`config.mk`:
```
export PLATFORM = sky130hd
export DESIGN_NAME = dds_sine_gen
export DESIGN_NICKNAME = d
export VERILOG_FILES = /design/src/rtl/dds_sine_gen_pkg.sv /design/src/rtl/dds_sine_rom.sv /design/src/rtl/dds_sine_gen.sv
export SDC_FILE = /design/constraint.sdc
export NUM_CORES = 1
export LEC_CHECK = 0
export CELL_PAD_IN_SITES_DETAIL_PLACEMENT = 1
export CELL_PAD_IN_SITES_GLOBAL_PLACEMENT = 2
export CORE_ASPECT_RATIO = 0.8
export CORE_MARGIN = 4
export CORE_UTILIZATION = 35
export DETAILED_ROUTE_END_ITERATION = 10
export GPL_TIMING_DRIVEN = 1
export PLACE_DENSITY = 0.95
export SLEW_MARGIN = 20
export SYNTH_ARGS = -nofsm -noshare
export SYNTH_HDL_FRONTEND = slang
export SYNTH_SLANG_ARGS = --single-unit
```
`constraint.sdc`:
```
create_clock -name clk -period 9.6 [get_ports clk]
set_input_delay 2.4 -clock clk [delete_from_list [all_inputs] [get_ports clk]]
set_output_delay 2.4 -clock clk [all_outputs]
set_load 0.005 [all_outputs]
```
`src/rtl/dds_sine_gen_pkg.sv`:
```
// Shared constants for the DDS sine source.
//   ACC_W  : phase accumulator width
//   ADDR_W : sine lookup address width (accumulator MSBs)
//   DATA_W : signed sample width
//   QTAB   : quarter-wave table, QTAB[k] = round(63*sin(2*pi*k/256)), k = 0..64
package dds_sine_gen_pkg;

  localparam int ACC_W  = 32;
  localparam int ADDR_W = 8;
  localparam int DATA_W = 7;

  localparam logic [DATA_W-1:0] QTAB [0:64] = '{
    7'd0,  7'd2,  7'd3,  7'd5,  7'd6,  7'd8,  7'd9,  7'd11,
    7'd12, 7'd14, 7'd15, 7'd17, 7'd18, 7'd20, 7'd21, 7'd23,
    7'd24, 7'd26, 7'd27, 7'd28, 7'd30, 7'd31, 7'd32, 7'd34,
    7'd35, 7'd36, 7'd38, 7'd39, 7'd40, 7'd41, 7'd42, 7'd43,
    7'd45, 7'd46, 7'd47, 7'd48, 7'd49, 7'd50, 7'd51, 7'd52,
    7'd52, 7'd53, 7'd54, 7'd55, 7'd56, 7'd56, 7'd57, 7'd58,
    7'd58, 7'd59, 7'd59, 7'd60, 7'd60, 7'd61, 7'd61, 7'd61,
    7'd62, 7'd62, 7'd62, 7'd63, 7'd63, 7'd63, 7'd63, 7'd63,
    7'd63
  };

endpackage

```
`src/rtl/dds_sine_rom.sv`:
```
// Registered sine lookup built from a quarter-wave table with quadrant folding.
// Ports:
//   clk  : system clock
//   rst  : asynchronous active-high reset, clears the sample
//   addr : 8-bit phase address
//   dout : 7-bit two's-complement sample S(addr), one cycle after addr
module dds_sine_rom
  import dds_sine_gen_pkg::*;
(
  input  logic              clk,
  input  logic              rst,
  input  logic [ADDR_W-1:0] addr,
  output logic [DATA_W-1:0] dout
);

  logic signed [DATA_W-1:0] dout_p1_d;
  logic signed [DATA_W-1:0] dout_p1_q;

  // addr[6] mirrors the quarter (reads T[64-q]); addr[7] negates the half.
  // The table peak is +63, so negation never needs saturation.
  function automatic logic signed [DATA_W-1:0] fold_quadrant(input logic [ADDR_W-1:0] a);
    logic [6:0]               idx;
    logic signed [DATA_W-1:0] mag;
    idx = a[6] ? (7'd64 - {1'b0, a[5:0]}) : {1'b0, a[5:0]};
    mag = signed'(QTAB[idx]);
    return a[7] ? -mag : mag;
  endfunction

  always_comb begin
    dout_p1_d = fold_quadrant(addr);
  end

  // p0 -> p1: address to registered sample
  always_ff @(posedge clk or posedge rst) begin
    if (rst) begin
      dout_p1_q <= '0;
    end else begin
      dout_p1_q <= dout_p1_d;
    end
  end

  assign dout = dout_p1_q;

endmodule

```
`src/rtl/dds_sine_gen.sv`:
```
// DDS sine source: a 32-bit phase accumulator advanced by freqctrl every
// clock; its top 8 bits address a registered 256-point signed sine lookup.
// Ports:
//   clk      : system clock
//   rst      : asynchronous active-high reset
//   freqctrl : frequency tuning word F, fout = F*fclk/2^32
//   addr     : current phase address, accumulator[31:24]
//   dout     : signed 7-bit sine sample, one cycle behind addr
module dds_sine_gen
  import dds_sine_gen_pkg::*;
(
  input  logic              clk,
  input  logic              rst,
  input  logic [ACC_W-1:0]  freqctrl,
  output logic [ADDR_W-1:0] addr,
  output logic [DATA_W-1:0] dout
);

  logic [ACC_W-1:0] acc_p0_d;
  logic [ACC_W-1:0] acc_p0_q;

  // Modulo-2^32 wrap is the natural overflow; retuning never clears the
  // accumulator, so frequency changes are phase-continuous.
  always_comb begin
    acc_p0_d = acc_p0_q + freqctrl;
  end

  // p0: phase accumulator
  always_ff @(posedge clk or posedge rst) begin
    if (rst) begin
      acc_p0_q <= '0;
    end else begin
      acc_p0_q <= acc_p0_d;
    end
  end

  assign addr = acc_p0_q[ACC_W-1 -: ADDR_W];

  // p0 -> p1: sine lookup
  dds_sine_rom u_rom (
    .clk  (clk),
    .rst  (rst),
    .addr (addr),
    .dout (dout)
  );

endmodule

```
==> impl_results.md <==
* 1st-pass router iterations at 4
* Gpl congestion at 0.837
* HP Class: register to register
* Clk buf depth at 2
* Worst-path maximum fanout at 6
* Ant. Diodes at 0
* Clk sink count at 39
* Initial Util at 0.358
* Setup WS pre-CTS at 4050 ps
* Area contributors post-synth: dfrtp_1 (28%), ha_1 (14%), xnor2_1 (6.9%)
* RR Endpoint: u_rom.dout[4]$_DFF_PP0_
* Worst path arrival time at about 5600 ps
* Worst-margin pin slew at around 800 ps
* Vias in the first global route at approximately 3,300
* Outcome: finished clean
* CP Cell Sequence: clkdlybuf4s50_1 > ha_1 > a21oi_1 > o21ai_0 > a2111oi_0 > a31oi_1 > a31oi_1 > o311ai_1 > a21oi_1 > xnor2_1
* Number of flops mapped to enable cells by yosys at 0
* CTS clk-pin slew, worst paths at 60 ps
* Final max-slew violation count at 0
* Crit Path Category: input port to register
* Fraction of layout cells with a size suffix above 1 at 0.0451
* Max incr delay on CP at 770 ps
* Total gr overflow at 0
* Synth Flop Type: dfrtp_1
* Post-route clock period utilization at 0.560
* Clock skew at 5.62 ps
* Die ar. at 11,500 sq um
* WP data required at between 9000 and 10,000 ps
* Final nets at 515
* Reg2reg setup slack at 5440 ps
* Slowest stage cell, crit path: a2111oi_0
* Routed Antenna Nets at 0
* Netlist cell types at slightly below 60
* Hold path cells at 1
* Yosys warning total at 0
* Number of synthesized register bits at 39
* IO buf count at 48
* Wire length per cell at between 15 and 20 um
* Hold WS at 472 ps
* R2R cell count at 14
* Setup slack after layout at roughly 4200 ps
* Synth Instances at 405
* Final Setup Violations at 0
* Via count at 3,172
* Top cell type's share of synthesized area at 0.284
* Filler cell count at about 1,100
* Largest net degree at the start of global routing at 40
* Boundary Pins at 49
* DP HPWL at 7420 um
* Mapped Avg Cell Area at roughly 8.5 sq um
* First-pass GRT wire length at 16,400 um
* RSZ-0062 raised after global routing: false
* Setup TNS at 0 ps
* Post-Syn Nets at approximately 480
* Final hold vios at 0
* Final critical-path required period at approximately 5400 ps
* Ys async rst share at 1.00
* Relative slew slack at 0.454
* Register area share after synthesis at 0.284
* Initial antenna violation count at 0
* Min-Delay Startpoint: acc_p0_q[0]$_DFF_PP0_
* Crit end category: register
* Post-Syn Area at 3440 sq um
* Number of max-cap violations at 0
* Site row count at 32
* Worst skew pair latency at 280 ps
* Yosys top cell by area: dfrtp_1
* Vias/cell at 5.64
* CTS Buf Count at 5
* End of the worst hold path: acc_p0_q[0]$_DFF_PP0_
* Placeable Area at between 9000 and 10,000 sq um
* Fmax at about 0.19 GHz
* Routed WL at 9710 um
* Post-CTS Resized at 0
* Worst r2r src: acc_p0_q[24]$_DFF_PP0_
* Area grow syn2layout at 19.8%
* GRT Util Overall at 0.172
* Setup bufs post-CTS at 0
* First DRT Iteration DRCs at 116
* Worst setup SP type: input port
* CTS tree: yes
* Chip Height at 96.7 um
* Die Wd at 119 um
* Post-CTS Hold Buffers at 0
* H-tree Lvls at 2
* Fin util at 0.429
* Root buf cell: clkbuf_16
* Drt drc at 0
## through the flow
step	std cells	cell area [sq um]
floorplan	405	3440
global placement	554	3970
detailed placement	554	3970
CTS	562	4110
global route	562	4120
finish	562	4120
## Yosys cell counts (5+ instances only)
cell,count
xor2_1,9
a211oi_1,8
a31oi_1,11
inv_1,21
o211ai_1,8
clkbuf_1,7
buf_4,8
or3_1,5
nor3_1,12
nand3_1,7
xnor2_1,27
nor2_1,30
a21oi_1,37
o21ai_0,30
and3_1,5
ha_1,38
nand2b_1,5
dfrtp_1,39
nand2_1,27
## critical path: cells and delay by family
family | cells | cell delay, ps
AO/OA/AOI/OAI | 7 | 2250
XOR/XNOR | 1 | 140
buffers and inverters | 1 | 410
adder cells (fa/ha/maj) | 1 | 380
## registers in the layout, indices dropped and copies added, names as in the netlist
register	flops
u_rom.dout	7
acc_p0_q	32
## layout by cell type (no fill, tap or decap), types with 3 or more instances in the layout
cell type,n
clkbuf_16,5
inv_1,21
nor2b_1,4
o21a_1,4
or3_1,5
nand3_1,7
o21ai_0,30
mux2i_1,3
nand2_1,27
and2_1,4
and3_1,5
clkinv_2,3
a21o_1,4
clkdlybuf4s50_1,48
nor2_1,30
a211oi_1,8
nor3_1,12
dfrtp_1,39
xor2_1,9
nand2b_1,5
nand4_1,4
o211ai_1,8
a21oi_1,37
ha_1,38
o221ai_1,4
xnor2_1,26
a31oi_1,11
## cells by family (layout without fill, tap and decap cells)
group	count (synthesis)	count (layout)	share of synthesized area
AND/OR/NAND/NOR	114	114	0.163
adder cells (fa/ha/maj)	39	39	0.144
flip-flops	39	39	0.284
AO/OA/AOI/OAI	129	129	0.236
XOR/XNOR	38	38	0.101
buffers and inverters	40	78	0.0531
multiplexers	6	6	0.0186
## area by class of cell
cell class | count | area, sq um | area share
clock buffer | 5 | 125 | 0.0304
clock inverter | 3 | 15.0 | 0.00364
inverter | 21 | 78.8 | 0.0191
multi-input combinational | 326 | 2290 | 0.555
sequential | 39 | 976 | 0.237
tap | 119 | 149 | 0.0361
timing repair buffer | 49 | 488 | 0.118
## how the worst max path moves through the flow
stage,start,end,slack [ps]
2_1_floorplan,freqctrl[16],acc_p0_q[31]$_DFF_PP0_,5010
3_3_place_gp,freqctrl[6],acc_p0_q[30]$_DFF_PP0_,4190
3_5_place_dp,freqctrl[5],acc_p0_q[30]$_DFF_PP0_,4050
4_1_cts,freqctrl[16],acc_p0_q[31]$_DFF_PP0_,4310
5_1_grt,freqctrl[6],acc_p0_q[30]$_DFF_PP0_,4050
6_report,freqctrl[14],acc_p0_q[31]$_DFF_PP0_,4230
## metal layers
layer	wire, um	track usage
met5	0	0
met4	95	0.0329
met3	305	0.0257
met2	4410	0.272
met1	4910	0.250
Power is left out: the tool's default activity adds up to more than one toggle a clock period on the data nets, which glitch-free logic cannot reach.
